File: src/rtl/pc_seq_pkg.sv
// Shared definitions for the fetch PC sequencer: operation encoding and priority decode.
// Latency: none (types and a pure function).
// Backpressure: none; stall only suppresses the sequential advance.
package pc_seq_pkg;

    // What the sequencer does to pc and the return stack this cycle
    typedef enum logic [2:0] {
        OP_SEQ,     // advance by INC
        OP_HOLD,    // keep pc (stall with no request)
        OP_REDIR,   // branch/jump: load target, stack untouched
        OP_CALL,    // load target, push link
        OP_RET,     // load popped top (or target when empty)
        OP_SWAP     // call+ret together: load target, replace top with link
    } op_t;

    // Priority: redirect > call/ret (swap when both) > stall > sequential.
    // Reset is not part of the decode; it overrides everything at the registers.
    function automatic op_t decode_op(input logic stall,
                                      input logic redirect,
                                      input logic call,
                                      input logic ret);
        op_t op;
        if (redirect)
            op = OP_REDIR;
        else if (call && ret)
            op = OP_SWAP;
        else if (call)
            op = OP_CALL;
        else if (ret)
            op = OP_RET;
        else if (stall)
            op = OP_HOLD;
        else
            op = OP_SEQ;
        return op;
    endfunction

endpackage

File: src/rtl/ras_stack.sv
// Circular return-address stack with saturating count and overflow/underflow pulses.
// Latency: push/pop/replace take effect on the next rising edge; top is a combinational read.
// Backpressure: none; a push while full overwrites the oldest entry, a pop while empty is flagged and ignored.
module ras_stack #(
    parameter int ADDR_W    = 16,
    parameter int RAS_DEPTH = 4
) (
    input  logic                         clk,
    input  logic                         rst,
    input  logic                         push,
    input  logic                         pop,
    input  logic                         replace,
    input  logic [ADDR_W-1:0]            din,
    output logic [ADDR_W-1:0]            top,
    output logic [$clog2(RAS_DEPTH):0]   count,
    output logic                         overflow,
    output logic                         underflow
);

    localparam int PTR_W = $clog2(RAS_DEPTH);
    localparam logic [PTR_W:0]   FULL_CNT = (PTR_W+1)'(RAS_DEPTH);
    localparam logic [PTR_W:0]   CNT_ONE  = (PTR_W+1)'(1);
    localparam logic [PTR_W-1:0] PTR_ONE  = PTR_W'(1);

    logic [ADDR_W-1:0] mem [RAS_DEPTH];
    logic [PTR_W-1:0]  top_ptr;
    logic [PTR_W-1:0]  push_ptr;
    logic              full;
    logic              empty;

    assign full     = (count == FULL_CNT);
    assign empty    = (count == '0);
    // Depth is a power of two, so the pointer wraps naturally; when full the
    // slot above the top is the oldest entry, which a push overwrites.
    assign push_ptr = top_ptr + PTR_ONE;
    assign top      = mem[top_ptr];

    // Pointer and count: push advances (count saturates), pop retreats unless empty
    always_ff @(posedge clk) begin
        if (rst) begin
            top_ptr <= '0;
            count   <= '0;
        end else if (push) begin
            top_ptr <= push_ptr;
            if (!full)
                count <= count + CNT_ONE;
        end else if (pop && !empty) begin
            top_ptr <= top_ptr - PTR_ONE;
            count   <= count - CNT_ONE;
        end
    end

    // Entry storage: contents need no reset, validity is tracked by count
    always_ff @(posedge clk) begin
        if (!rst) begin
            if (push)
                mem[push_ptr] <= din;
            else if (replace)
                mem[top_ptr] <= din;
        end
    end

    // Registered one-cycle error pulses
    always_ff @(posedge clk) begin
        if (rst) begin
            overflow  <= 1'b0;
            underflow <= 1'b0;
        end else begin
            overflow  <= push && full;
            underflow <= pop && !push && empty;
        end
    end

endmodule

File: src/rtl/pc_sequencer.sv
// Fetch PC unit: sequential advance, redirect, call/return through a circular RAS.
// Latency: a request sampled on edge N is visible on pc right after edge N.
// Backpressure: stall only holds the sequential advance; redirect/call/ret/rst always act.
module pc_sequencer
    import pc_seq_pkg::*;
#(
    parameter int                ADDR_W    = 16,
    parameter logic [ADDR_W-1:0] RESET_PC  = '0,
    parameter int                INC       = 1,
    parameter int                RAS_DEPTH = 4
) (
    input  logic                        clk,
    input  logic                        rst,
    input  logic                        stall,
    input  logic                        redirect,
    input  logic                        call,
    input  logic                        ret,
    input  logic [ADDR_W-1:0]           target,
    output logic [ADDR_W-1:0]           pc,
    output logic [$clog2(RAS_DEPTH):0]  ras_count,
    output logic                        ras_overflow,
    output logic                        ras_underflow
);

    localparam logic [ADDR_W-1:0] INC_W = ADDR_W'(INC);

    op_t               op;
    logic [ADDR_W-1:0] pc_inc;
    logic [ADDR_W-1:0] pc_nxt;
    logic [ADDR_W-1:0] ras_top;
    logic              ras_empty;
    logic              ras_push;
    logic              ras_pop;
    logic              ras_replace;

    assign op        = decode_op(stall, redirect, call, ret);
    assign pc_inc    = pc + INC_W;    // wraps modulo 2^ADDR_W; also the link address
    assign ras_empty = (ras_count == '0);

    // Next-PC mux and stack commands for the decoded operation
    always_comb begin
        pc_nxt      = pc;
        ras_push    = 1'b0;
        ras_pop     = 1'b0;
        ras_replace = 1'b0;
        unique case (op)
            OP_SEQ:   pc_nxt = pc_inc;
            OP_HOLD:  pc_nxt = pc;
            OP_REDIR: pc_nxt = target;
            OP_CALL: begin
                pc_nxt   = target;
                ras_push = 1'b1;
            end
            OP_RET: begin
                // Empty stack falls back to target; the stack reports the underflow
                pc_nxt  = ras_empty ? target : ras_top;
                ras_pop = 1'b1;
            end
            OP_SWAP: begin
                // Coroutine swap rewrites the top in place; an empty stack gets a plain push
                pc_nxt      = target;
                ras_push    = ras_empty;
                ras_replace = !ras_empty;
            end
            default:  pc_nxt = pc;
        endcase
    end

    // Architectural PC register
    always_ff @(posedge clk) begin
        if (rst)
            pc <= RESET_PC;
        else
            pc <= pc_nxt;
    end

    ras_stack #(
        .ADDR_W    (ADDR_W),
        .RAS_DEPTH (RAS_DEPTH)
    ) u_ras (
        .clk       (clk),
        .rst       (rst),
        .push      (ras_push),
        .pop       (ras_pop),
        .replace   (ras_replace),
        .din       (pc_inc),
        .top       (ras_top),
        .count     (ras_count),
        .overflow  (ras_overflow),
        .underflow (ras_underflow)
    );

endmodule

File: config.mk
export PLATFORM = sky130hd
export DESIGN_NAME = pc_sequencer
export DESIGN_NICKNAME = d
export VERILOG_FILES = /design/src/rtl/pc_seq_pkg.sv /design/src/rtl/ras_stack.sv /design/src/rtl/pc_sequencer.sv
export SDC_FILE = /design/constraint.sdc
export NUM_CORES = 1
export LEC_CHECK = 0
export ABC_AREA = 1
export CAP_MARGIN = 0
export CORE_UTILIZATION = 30
export CTS_CLUSTER_DIAMETER = 150
export CTS_CLUSTER_SIZE = 28
export DETAILED_ROUTE_END_ITERATION = 16
export MAX_ROUTING_LAYER = met4
export SLEW_MARGIN = 20
export SYNTH_ARGS = -nofsm -noshare
export SYNTH_HDL_FRONTEND = slang
export SYNTH_SLANG_ARGS = --single-unit
File: constraint.sdc
create_clock -name clk -period 2.24 [get_ports clk]
set_clock_uncertainty 0.15 [all_clocks]
set_input_delay 0.56 -clock clk [delete_from_list [all_inputs] [get_ports clk]]
set_output_delay 0.56 -clock clk [all_outputs]
set_load 0.05 [all_outputs]
==> out/qor.csv, run 1 <==
metric,value,unit
outcome,"finished, final reports clean",
nNetsFinal,622,
route.vias.total,3724,
hp-start,u_ras.count[0],
report.final.slew_viol_count,0,
ys_warn_count,0,
min_to,u_ras.count[0],
tritoncts_num_sinks,89,
start_util,30.7,%
grt_pass1_vias,3550,
drtIter0Drc,222,
cts.path.max_buffers,2,
crit_buf_inv,1,
cp_slowest_stage_delay,0.81,ns
ys_types,32,
hold_viol,0,
top_layer,met4,
clk_pin_slew,0.06,ns
postSynthAreaPerCell,8.47,sq um
slowest_stage,clkdlybuf4s50_1,
ys_seq_area_share,54.3,%
fin_crit,2.19,ns
maxCapViolCount,0,
path_max_fanout,3,
layout-area-overhead-vs-synth,28.3,%
synth_seq_cells,89,
holdPathStages,1,
r2r-end,u_ras.mem[3][14],
hold_class,reg -> reg,
final_antenna_net_count,0,
reg2reg_slack,0.27,ns
dieHeight,124,um
globalRouteTotalUtil,17.0,%
fmax,456,MHz
maxSlewHeadroom,65.1,%
peakVddDrop,0.445,mV
num_io_pins,43,
die_x,124,um
first_pass_iters,5,
drive_gt1_share,17.9,%
cts_root_buf,clkbuf_16,
dp.final_hpwl,8630,um
htree_levels,3,
final_cell_area,0.00572,sq mm
routedWlPerCell,15.1,um
numCtsBuffers,9,
cts_resized,0,
port-buffer-count,42,
rows,44,
grt_max_degree,34,
cts_hold_buf,0,
dp_slack,-0.286,ns
syn-instance-count,527,
met2WireLength,6160,um
setup_ws,0.0489,ns
period_share,97.8,%
overflow,0,
core_area,0.0145,sq mm
routed_wl,11900,um
antenna_cells,0,
reg2regPathDepth,6,
antenna_found_initial,0,
syn-cell-area,0.00446,sq mm
grt_pass1_wl,18700,um
placed_area,0.00534,sq mm
required,1.53,ns
end_kind,output port,
worst_pin_slew,0.523,ns
route.met3.wl,439,um
cp_top_family,buffers and inverters,
power_leakage,0.00241,uW
r2r_start,pc[0],
post_cts_buffers,0,
cts_tree,yes,
setup_violations,0,
path_class,reg -> out,
p_per_area,770,mW/mm^2
route.detailed.drc,0,
path_cells,clkdlybuf4s50_1,
via_per_inst,4.73,
wl_met1,5260,um
start_kind,register,
clk_latency,0.33,ns
place.gp.congestion,0.802,
arrival,1.48,ns
die_area,0.0154,sq mm
synth_nets,551,
==> final cells by class <==
class | count | area, sq um
timing repair buffer | 79 | 761
fill | 1486 | 8810
clock buffer | 9 | 225
clock inverter | 7 | 93.8
sequential | 89 | 2430
multi-input combinational | 349 | 1720
inverter | 70 | 264
tap | 184 | 230
==> state kept, by name, summed over array words and instances (netlist names), named ones only <==
register and count:
u_ras.mem 64, pc 16, u_ras.count 3, u_ras.top_ptr 2
u_ras.overflow 1, u_ras.underflow 1
==> worst max path at each step <==
stage | startpoint | to | cells past startpoint | slack [ns]
5_1_grt | rst | u_ras.mem[3][4] | 7 | -0.002
2_1_floorplan | redirect | u_ras.mem[1][0] | 5 | 0.03
3_5_place_dp | call | u_ras.mem[3][5] | 8 | -0.29
6_report | u_ras.count[2] | ras_count[2] | 1 | 0.05
4_1_cts | u_ras.count[2] | ras_count[2] | 1 | 0.04
3_3_place_gp | call | u_ras.mem[3][12] | 8 | -0.25
==> stage by stage <==
| step | instances | setup TNS, ns | hold slack [ns] | util [%] | total power, uW |
|---|---|---|---|---|---|
| after CTS | 786 | 0 | 0.377 | 39.0 | 4420 |
| after floorplan | 527 | 0 | 0.336 | - | 2500 |
| after global routing | 787 | -0.00235 | 0.421 | 39.4 | 4600 |
| after global placement | 770 | -15.31 | 0.361 | 36.8 | 2810 |
| final | 787 | 0 | 0.374 | 39.4 | 4400 |
| after detailed placement | 770 | -17.74 | 0.361 | 36.8 | 2820 |
==> routing by layer <==
metal / GRT usage [%] / up-vias
li1: - / 1881
met1: 20.4 / 1761
met2: 29.7 / 78
met3: 2.38 / 4
met4: 4.69 / 0
met5: - / -
==> cells by family (layout without fill, tap and decap cells) <==
logic type | Yosys count | count (layout) | synth area share [%]
XOR/XNOR | 5 | 5 | 0.982
flip-flops | 89 | 89 | 54.3
AND/OR/NAND/NOR | 258 | 258 | 25.6
AO/OA/AOI/OAI | 84 | 84 | 10.0
adder cells (fa/ha/maj) | 2 | 2 | 0.729
buffers and inverters | 89 | 165 | 8.41
==> synthesized netlist by cell type <==
library cell / instances / area, sq um
nand2_1: 125 / 469
inv_1: 66 / 248
edfxtp_1: 64 / 1920
nand3_1: 59 / 295
o21ai_0: 45 / 225
nor2_1: 39 / 146
a21oi_1: 28 / 140
dfxtp_1: 25 / 500
buf_2: 13 / 65.1
and2_1: 7 / 43.8
nand2_2: 6 / 37.5
o21bai_1: 6 / 45.0
nand4_1: 5 / 31.3
nor2_2: 5 / 31.3
or2_2: 5 / 31.3
buf_6: 3 / 33.8
inv_2: 3 / 11.3
xor2_1: 3 / 26.3
clkbuf_1: 2 / 7.51
nor2_4: 2 / 22.5
nor3_1: 2 / 10.0
o21ai_1: 2 / 10.0
or2_0: 2 / 12.5
xnor2_1: 2 / 17.5
a31oi_1: 1 / 6.26
clkbuf_2: 1 / 5.00
clkinv_2: 1 / 5.00
fa_1: 1 / 20.0
ha_1: 1 / 12.5
nor3_2: 1 / 10.0
o211ai_2: 1 / 12.5
o21a_1: 1 / 7.51
==> cells in the final DEF (no fill, tap or decap), types with 3 or more instances in the layout <==
| cell | instances |
|---|---|
| buf_12 | 7 |
| inv_1 | 65 |
| dfxtp_2 | 3 |
| o21ai_0 | 45 |
| nor2_2 | 6 |
| nand3_1 | 58 |
| clkbuf_16 | 10 |
| or2_2 | 5 |
| nor2_1 | 34 |
| clkdlybuf4s50_1 | 23 |
| o21bai_1 | 6 |
| nand2_2 | 8 |
| edfxtp_1 | 64 |
| buf_4 | 47 |
| dfxtp_1 | 22 |
| a21oi_1 | 28 |
| nand2_1 | 123 |
| nand4_1 | 5 |
| inv_2 | 4 |
| nor2_4 | 6 |
| and2_1 | 7 |
==> report_power, final <==
group | switching, uW | leakage, uW | total (uW) | internal (uW)
sequential | 68.5 | 0.000794 | 1920 | 1850
clock | 629 | 0.000153 | 1610 | 977
combinational | 575 | 0.00146 | 877 | 302
No activity file was read; power rests on OpenSTA's default activity.
==> inputs of run 2 (changes only) <==
- CTS_CLUSTER_SIZE: 28 -> 10
==> results of run 2 <==
Final layout, timing and power as in run 1 (identical DEF).
==> inputs of run 3 (changes only) <==
- clock period: 2.24 -> 2.1 ns (I/O delays scaled with it)
==> out/qor.csv, run 3 (same netlist as run 1, synthesis figures left out) <==
metric,value,unit,change
outcome,"finished, final reports clean",,
top_register,u_ras.mem,,
crit_start,call,,
route.vias.total,3788,,+1.7%
arrival,1.87,ns,+0.39 ns
die_area,0.0154,sq mm,unchanged
layout-area-overhead-vs-synth,28.4,%,about the same
overflow,0,,unchanged
p_per_area,802,mW/mm^2,+4.2%
fmax,508,MHz,
dp_slack,-0.421,ns,-0.135 ns
place.gp.congestion,0.820,,+2.3%
route.detailed.drc,0,,unchanged
num_io_pins,43,,unchanged
path_class,in -> reg,,
path_max_fanout,8,,+5
worst_pin_slew,0.488,ns,-0.0349 ns
largest_register_ffs,64,,unchanged
grt_pass1_wl,18800,um,+0.74%
tritoncts_num_sinks,89,,unchanged
cts_hold_buf,0,,unchanged
crit_buf_inv,3,,+2
reg_top3,"u_ras.mem x64, pc x16, u_ras.count x3",,
grt_pass1_vias,3654,,+2.9%
r2r-end,u_ras.mem[3][14],,
htree_levels,3,,unchanged
clk_pin_slew,0.06,ns,about the same
nNetsFinal,627,,+0.80%
hold_viol,0,,unchanged
endpoint,u_ras.mem[3][11],,
cp_num_cells,8,,+7
finalNonFillerCells,792,,+0.64%
drive_gt1_share,18.9,%,+1.0 points
slowest_stage,dlygate4sd2_1,,
antenna_found_initial,0,,unchanged
timing.hold.ws,0.375,ns,+0.00106 ns
final_antenna_net_count,0,,unchanged
via_per_inst,4.78,,+1.1%
globalRouteTotalUtil,17.1,%,+0.15 points
required,2.00,ns,+0.47 ns
routedWlPerCell,15.3,um,+0.94%
cp_top_family,simple AND/OR/NAND/NOR gates,,
maxSlewHeadroom,67.5,%,+2.3 points
final_cell_mix,"nand2_1 (124), inv_1 (65), edfxtp_1 (64)",,
dpl.cell_count,773,,+0.39%
first_pass_iters,5,,unchanged
period_share,93.7,%,
rows,44,,unchanged
cts_root_buf,clkbuf_16,,
fin_crit,1.97,ns,
setup_ws,0.132,ns,+0.0833 ns
routed_wl,12100,um,+1.6%
numCtsBuffers,9,,unchanged
die_x,124,um,unchanged
dp.final_hpwl,8660,um,+0.36%
power_leakage,0.00242,uW,+0.57%
r2r_start,pc[1],,
core_area,0.0145,sq mm,unchanged
maxCapViolCount,0,,unchanged
antenna_cells,0,,unchanged
reg2reg_slack,0.21,ns,-0.06 ns
hold_class,reg -> reg,,
grt_max_degree,34,,unchanged
p_total,4590,uW,+4.3%
peakVddDrop,0.448,mV,+0.78%
report.final.slew_viol_count,0,,unchanged
start_kind,input port,,
cts_tree,yes,,
drtIter0Drc,213,,-4.1%
cp_slowest_stage_delay,0.23,ns,-0.58 ns
end_kind,register,,
dieHeight,124,um,unchanged
grt_setup_unrepaired,no,,
port-buffer-count,42,,unchanged
path_cells,"dlygate4sd2_1, inv_2, nor3_4, nand3_2, xor2_2, nand2_2, nor2_4, buf_12",,
cts.path.max_buffers,2,,unchanged
final_common_cell,nand2_1,,
clk_latency,0.34,ns,about the same
setup_violations,0,,unchanged
start_util,30.7,%,unchanged
reg2regPathDepth,6,,unchanged
==> run 3: cell count changes in the layout (fill, tap and decap cells not counted), moves of 2 or more <==
| cell | previous run | this run |
|---|---|---|
| buf_4 | 47 | 55 |
| dlygate4sd2_1 | 0 | 2 |
| clkdlybuf4s50_1 | 23 | 18 |
| clkinvlp_4 | 1 | 3 |
==> run 3: worst min-delay path by stage <==
stage / cells past startpoint / startpoint / slack, ns / endpoint
final: 1 / u_ras.count[0] / 0.37 / u_ras.count[0]
after global placement: 1 / u_ras.count[0] / 0.36 / u_ras.count[0]
after CTS: 1 / u_ras.count[0] / 0.38 / u_ras.count[0]
after detailed placement: 1 / u_ras.count[0] / 0.36 / u_ras.count[0]
after floorplan: 2 / u_ras.top_ptr[1] / 0.34 / register
after global routing: 1 / u_ras.count[0] / 0.39 / u_ras.count[0]
==> run 3: cell type report <==
class | instances | area (sq um)
clock inverter | 7 | 70.1
inverter | 70 | 264
timing repair buffer | 84 | 791
sequential | 89 | 2430
fill | 1448 | 8810
multi-input combinational | 349 | 1720
clock buffer | 9 | 225
tap | 184 | 230
==> run 3: worst reg2reg max path, stage by stage, from the launching register on <==
cell	delay, ns
dfxtp_1	0.40
ha_1	0.21
nand3_1	0.26
nor2_2	0.28
nand3_1	0.10
nand2_1	0.07
nand2_1	0.12
==> run 3: power breakdown <==
| part | internal, uW | switching (uW) |
|---|---|---|
| combinational | 325 | 612 |
| sequential | 1980 | 71.9 |
| clock | 920 | 688 |
==> run 3: repair_timing <==
action | 4_1_cts | 5_1_grt
hold endpoints to repair | 0 | 0
gates cloned | 1 | 0
pin swaps | 4 | 0
endpoints found under the setup margin | 55 | 70
gates resized for setup | 9 | 3
setup buffers | 2 | 0
==> run 3: routing by layer <==
layer / up-vias / GRT usage [%] / share of wire [%]
met4: 0 / 6.55 / 1.3
met2: 95 / 29.7 / 51
li1: 1892 / - / -
met1: 1789 / 20.2 / 43
met5: - / - / 0
met3: 12 / 2.20 / 3.9
==> run 3: stage by stage <==
step / utilization [%] / instance area, sq um / TNS (ns)
detailed placement: 36.9 / 5360 / -27.48
floorplan: - / 4490 / -4.49
global placement: 36.9 / 5360 / -24.08
CTS: 39.4 / 5720 / 0
finish: 39.4 / 5730 / 0
global route: 39.4 / 5730 / 0
